### src/rtl/fetch_queue.sv
// ----------------------------------------------------------------------------
// fetch_queue
//   Dual-wide instruction fetch stage. Each issue cycle requests two words
//   (pc and pc+4) from a synchronous memory port; the words come back on
//   IR_0/IR_1 one cycle later and are pushed as {pc,instr} pairs into a
//   circular queue. The two oldest entries are presented to dispatch.
//   Fetch issue is credit based: a new pair is only requested when the queue
//   can absorb it together with any pair already in flight, so deq_cnt is
//   never needed to avoid overflow.
//
// Ports
//   CLK, RST                 clock, synchronous active-high reset
//   redirect, redirect_pc    flush queue and in-flight fetch, restart fetch
//   ld_haz                   suppress new fetch issue
//   IR_0, IR_1               memory read data (cycle after issue)
//   fetch_pc_0, fetch_pc_1   fetch addresses (pc, pc+4)
//   memRead1                 fetch issue strobe
//   deq_cnt                  entries consumed by dispatch (3 acts as 2)
//   out_valid_*/out_instr_*/out_pc_*   oldest two queue entries
//
// Optional feature (macro FETCH_QUEUE_PERF_EN)
//   perf_issue_cnt  cycles with memRead1 high
//   perf_stall_cnt  cycles blocked by ld_haz or missing credit (no redirect)
// ----------------------------------------------------------------------------
module fetch_queue #(
    parameter int          QDEPTH   = 8,
    parameter logic [31:0] RESET_PC = 32'h0000_0000
) (
    input  logic        CLK,
    input  logic        RST,
    input  logic        redirect,
    input  logic [31:0] redirect_pc,
    input  logic        ld_haz,
    input  logic [31:0] IR_0,
    input  logic [31:0] IR_1,
    output logic [31:0] fetch_pc_0,
    output logic [31:0] fetch_pc_1,
    output logic        memRead1,
    input  logic [1:0]  deq_cnt,
    output logic        out_valid_0,
    output logic [31:0] out_instr_0,
    output logic [31:0] out_pc_0,
    output logic        out_valid_1,
    output logic [31:0] out_instr_1,
    output logic [31:0] out_pc_1
`ifdef FETCH_QUEUE_PERF_EN
    ,
    output logic [31:0] perf_issue_cnt,
    output logic [31:0] perf_stall_cnt
`endif
);

    localparam int PW = $clog2(QDEPTH);
    localparam int CW = PW + 1;
    localparam logic [31:0] NOP_INSTR = 32'h0000_0013;

    logic [31:0]   pc_r;
    logic          pend_r;
    logic [31:0]   pend_pc_r;
    logic [PW-1:0] rd_ptr_r;
    logic [PW-1:0] wr_ptr_r;
    logic [CW-1:0] count_r;
    logic [31:0]   q_pc_r    [QDEPTH];
    logic [31:0]   q_instr_r [QDEPTH];

    logic [CW+1:0] need_s;
    logic          credit_ok_s;
    logic          issue_s;
    logic          enq_s;
    logic [CW-1:0] deq_req_s;
    logic [CW-1:0] deq_s;
    logic [CW-1:0] count_next_s;
    logic [PW-1:0] rd_ptr_1_s;
    logic [PW-1:0] wr_ptr_1_s;

    // Issue credit, enqueue/dequeue amounts and next occupancy
    always_comb begin
        need_s       = (CW+2)'(count_r) + (CW+2)'(2);
        credit_ok_s  = 1'b0;
        issue_s      = 1'b0;
        enq_s        = 1'b0;
        deq_req_s    = {CW{1'b0}};
        deq_s        = {CW{1'b0}};
        count_next_s = count_r;
        rd_ptr_1_s   = rd_ptr_r + PW'(1);
        wr_ptr_1_s   = wr_ptr_r + PW'(1);

        // an in-flight pair already owns two slots
        if (pend_r) begin
            need_s = need_s + (CW+2)'(2);
        end else begin
            need_s = need_s;
        end
        credit_ok_s = (need_s <= (CW+2)'(QDEPTH));
        issue_s     = !RST && !redirect && !ld_haz && credit_ok_s;
        // the read already happened, so ld_haz does not block the capture
        enq_s       = pend_r && !redirect;

        case (deq_cnt)
            2'd0:    deq_req_s = CW'(0);
            2'd1:    deq_req_s = CW'(1);
            default: deq_req_s = CW'(2);
        endcase

        if (deq_req_s > count_r) begin
            deq_s = count_r;
        end else begin
            deq_s = deq_req_s;
        end

        if (enq_s) begin
            count_next_s = count_r + CW'(2) - deq_s;
        end else begin
            count_next_s = count_r - deq_s;
        end
    end

    // Fetch pc, in-flight tracking, queue pointers and occupancy
    always_ff @(posedge CLK) begin
        if (RST) begin
            pc_r      <= RESET_PC;
            pend_r    <= 1'b0;
            pend_pc_r <= RESET_PC;
            rd_ptr_r  <= {PW{1'b0}};
            wr_ptr_r  <= {PW{1'b0}};
            count_r   <= {CW{1'b0}};
        end else if (redirect) begin
            pc_r     <= {redirect_pc[31:2], 2'b00};
            pend_r   <= 1'b0;
            rd_ptr_r <= {PW{1'b0}};
            wr_ptr_r <= {PW{1'b0}};
            count_r  <= {CW{1'b0}};
        end else begin
            if (issue_s) begin
                pend_r    <= 1'b1;
                pend_pc_r <= pc_r;
                pc_r      <= pc_r + 32'd8;
            end else begin
                pend_r    <= 1'b0;
            end
            if (enq_s) begin
                wr_ptr_r <= wr_ptr_r + PW'(2);
            end
            rd_ptr_r <= rd_ptr_r + PW'(deq_s);
            count_r  <= count_next_s;
        end
    end

    // Queue storage: returned pair written at wr_ptr and wr_ptr+1
    always_ff @(posedge CLK) begin
        if (!RST && enq_s) begin
            q_pc_r[wr_ptr_r]      <= pend_pc_r;
            q_instr_r[wr_ptr_r]   <= IR_0;
            q_pc_r[wr_ptr_1_s]    <= pend_pc_r + 32'd4;
            q_instr_r[wr_ptr_1_s] <= IR_1;
        end
    end

    // Fetch request and dispatch-facing head view
    always_comb begin
        fetch_pc_0  = pc_r;
        fetch_pc_1  = pc_r + 32'd4;
        memRead1    = issue_s;
        out_valid_0 = (count_r >= CW'(1));
        out_valid_1 = (count_r >= CW'(2));
        out_instr_0 = NOP_INSTR;
        out_pc_0    = 32'h0000_0000;
        out_instr_1 = NOP_INSTR;
        out_pc_1    = 32'h0000_0000;
        if (out_valid_0) begin
            out_instr_0 = q_instr_r[rd_ptr_r];
            out_pc_0    = q_pc_r[rd_ptr_r];
        end else begin
            out_instr_0 = NOP_INSTR;
            out_pc_0    = 32'h0000_0000;
        end
        if (out_valid_1) begin
            out_instr_1 = q_instr_r[rd_ptr_1_s];
            out_pc_1    = q_pc_r[rd_ptr_1_s];
        end else begin
            out_instr_1 = NOP_INSTR;
            out_pc_1    = 32'h0000_0000;
        end
    end

`ifdef FETCH_QUEUE_PERF_EN
    // Issue and stall event counters
    always_ff @(posedge CLK) begin
        if (RST) begin
            perf_issue_cnt <= 32'd0;
            perf_stall_cnt <= 32'd0;
        end else begin
            if (issue_s) begin
                perf_issue_cnt <= perf_issue_cnt + 32'd1;
            end
            if ((ld_haz || !credit_ok_s) && !redirect) begin
                perf_stall_cnt <= perf_stall_cnt + 32'd1;
            end
        end
    end
`endif

endmodule

### config.mk
export PLATFORM = sky130hd
export DESIGN_NAME = fetch_queue
export DESIGN_NICKNAME = d
export VERILOG_FILES = /design/src/rtl/fetch_queue.sv
export SDC_FILE = /design/constraint.sdc
export NUM_CORES = 1
export LEC_CHECK = 0
export CAP_MARGIN = 10
export CORE_MARGIN = 4
export CORE_UTILIZATION = 35
export DETAILED_ROUTE_END_ITERATION = 8
export PLACE_DENSITY = 0.51
export SYNTH_ARGS = -nofsm -noshare
export SYNTH_HDL_FRONTEND = slang
export SYNTH_SLANG_ARGS = --single-unit
export TNS_END_PERCENT = 5
### constraint.sdc
create_clock -name CLK -period 6.93 [get_ports CLK]
set_input_delay 1.386 -clock CLK [delete_from_list [all_inputs] [get_ports CLK]]
set_output_delay 1.386 -clock CLK [all_outputs]
set_load 0.005 [all_outputs]
==> flow_summary.json <==
{
  "cp_common_cell": "buf_4",
  "drive_above_1_share": 0.1904,
  "yosysTopAreaCell": "edfxtp_1",
  "drc": 0,
  "syn_avg_cell_area_um2": 15.44,
  "worst_pin_slew_ns": 1.086,
  "skew_ns": 0.02354,
  "final_nets": 2138,
  "hold_ws_ns": 0.5526,
  "routedWlPerCell_um": 23.96,
  "criticalPathCategory": "reg2out",
  "grtUsageTotal": 0.1792,
  "syn_inst": 1766,
  "hp-class": "reg2reg",
  "cts_buffers": 66,
  "ys_ff_latch": 566,
  "cts_setup_buffers": 0,
  "crit_required_ns": 5.54,
  "finalSetupTns_ns": 0,
  "io_buffer_count": 286,
  "p_per_area_mw_per_mm2": 276.2,
  "drv_cap": 0,
  "core_mm2": 0.07734,
  "cts_buffer_depth": 3,
  "synthFlopType": "edfxtp_1",
  "place_congestion": 0.7974,
  "placed_cell_area_mm2": 0.03114,
  "switching_power_mw": 2.441,
  "vias_per_cell": 5.388,
  "netSwitchingFraction": 0.2659,
  "fin_area_mm2": 0.03324,
  "synth.top_cell.area_share": 0.5462,
  "root_buffer": "clkbuf_16",
  "wirelength_mm": 74.31,
  "postLayoutSetupSlackWorst_ns": 1.603,
  "fin_crit_sh": 0.7687,
  "worst-path-buf-inv": 3,
  "ir_drop_uv": 157.0,
  "path_max_fanout": 60,
  "grt_pass1_vias": 18010,
  "relSlewSlack": 0.2573,
  "slew_viol_final": 0,
  "synth_edf_count": 496,
  "cts_tree": "done",
  "grt_max_degree": 87,
  "hpwl_mm": 46.08,
  "finalHoldViolCount": 0,
  "antenna_found_initial": 5,
  "combPwrFrac": 0.221,
  "cts_hold_buf": 0,
  "rows": 102,
  "die_area_mm2": 0.08244,
  "vias": 16710,
  "start_kind": "flip-flop",
  "cp-end-kind": "output pin",
  "crit_chain": "buf_4 > buf_4 > mux4_2 > mux2i_1 > nor2_1 > clkdlybuf4s50_1",
  "cts_sinks": 566,
  "die_h_um": 287.1,
  "postSynth.asyncResetShare": 0,
  "start_util": 0.3526,
  "path_delay_family": "buffers and inverters",
  "setup_viol": 0,
  "area_delta_synth_final_pct": 21.90,
  "ios": 297,
  "status": "finished clean",
  "clkSlewWorstSetupHoldPaths_ns": 0.06,
  "synth_area_mm2": 0.02727,
  "instances_no_fill": 3101,
  "insertion_delay_ns": 0.59,
  "grt_pass1_wl_mm": 112.3,
  "ys_warn_count": 0,
  "synth.most_common_cell": "edfxtp_1",
  "p_int_mw": 6.739,
  "seq_power_share": 0.414,
  "reg2reg_slack_ns": 3.16,
  "period_minus_slack_ns": 5.327,
  "grt_overflow": 0,
  "synth_area_leaders": "edfxtp_1 55%, mux4_2 20%, dfxtp_1 5.1%",
  "critPathMaxStageDelay_ns": 0.81,
  "htreeDepth": 3,
  "critPathSlowestCell": "buf_4",
  "rsz0062_at_grt": "no",
  "drtPass1Iterations": 5,
  "die_w_um": 287.1,
  "synth.distinct_cells": 66,
  "arrival_ns": 3.94,
  "final_antenna_net_count": 0,
  "yosysSeqAreaShare": 0.5976,
  "first_iter_violations": 1071,
  "fin_util": 0.4298,
  "fin_total_pwr_mw": 9.180,
  "placed_cells": 2983,
  "place_ws_ns": 1.853,
  "cts_resized": 0,
  "clockPowerShare": 0.365,
  "ys_top_cells_by_count": "496 x edfxtp_1, 253 x nand2_1, 248 x mux4_2",
  "max_freq_mhz": 187.7,
  "leakagePower_nw": 10.39
}
metal layers:
layer / up-vias / global-route usage / wire length, um
li1: 7437 / - / -
met3: 89 / 0.03957 / 4780
met2: 470 / 0.3012 / 36480
met4: 6 / 0.04346 / 1290
met1: 8707 / 0.2381 / 31700
met5: - / 0 / 46
state kept, by name, indices dropped and copies added, names as in the netlist:
register and flops:
q_instr_r 256, q_pc_r 240, fetch_pc_0 30, pend_pc_r 30
count_r 4, rd_ptr_r 3, wr_ptr_r 2, pend_r 1
worst reg2reg max path, stage by stage (launching register included):
cell and delay, ns:
dfxtp_1 0.52, inv_1 0.23, ha_1 0.35, nor2b_1 0.13, o211ai_1 0.57, o21ai_0 0.46, ha_1 0.42, inv_1 0.04
ha_1 0.18, fa_1 0.37, xnor2_1 0.18, nand2_1 0.07, a21oi_1 0.16
path summary, 6_finish.rpt:
path / startpoint / end / cells past startpoint
worst max-delay path: rd_ptr_r[0] / out_instr_0[29] / 6
worst min-delay path: fetch_pc_0[31] / pend_pc_r[31] / 2
worst max register to register: count_r[1] / count_r[3] / 12
worst min register to register: fetch_pc_0[31] / pend_pc_r[31] / 2
power groups by stage:
stage	combinational, mW	sequential [mW]	clock [mW]
global placement	2.07	3.87	0
finish	2.03	3.80	3.35
global route	2.19	3.81	3.60
CTS	2.08	3.80	3.46
detailed placement	2.07	3.88	0
floorplan	0.967	3.82	0
cells by family (layout without fill, tap and decap cells):
| logic type | Yosys count | in the layout | synth area share |
|---|---|---|---|
| other cells | 1 | 10 | 0.0001375 |
| mux | 318 | 318 | 0.2306 |
| compound gates | 168 | 168 | 0.03731 |
| xor+xnor | 66 | 66 | 0.02120 |
| buf+inv | 167 | 453 | 0.02762 |
| flops | 566 | 566 | 0.5976 |
| simple gates | 455 | 455 | 0.07324 |
| fa+ha+maj | 25 | 25 | 0.01230 |
layout by cell type, fill, tap and decap left out, types with 23 or more instances in the layout:
cell / count
a21oi_1: 99
nand2_1: 253
mux2i_1: 69
mux4_2: 248
xnor2_1: 37
edfxtp_1: 496
xor2_1: 27
buf_4: 23
nand3_1: 33
clkbuf_16: 69
clkdlybuf4s50_1: 285
nor2_1: 82
dfxtp_1: 67
cell type report:
type / instances / area, um^2
clock buffer: 89 / 1852
antenna: 2 / 5.005
clock inverter: 27 / 237.7
inverter: 23 / 86.33
sequential: 566 / 16310
timing repair buffer: 314 / 3131
fill: 7066 / 44100
tap: 1040 / 1301
multi-input combinational: 1040 / 10320
Note: power is estimated with default switching activity, not from simulation.
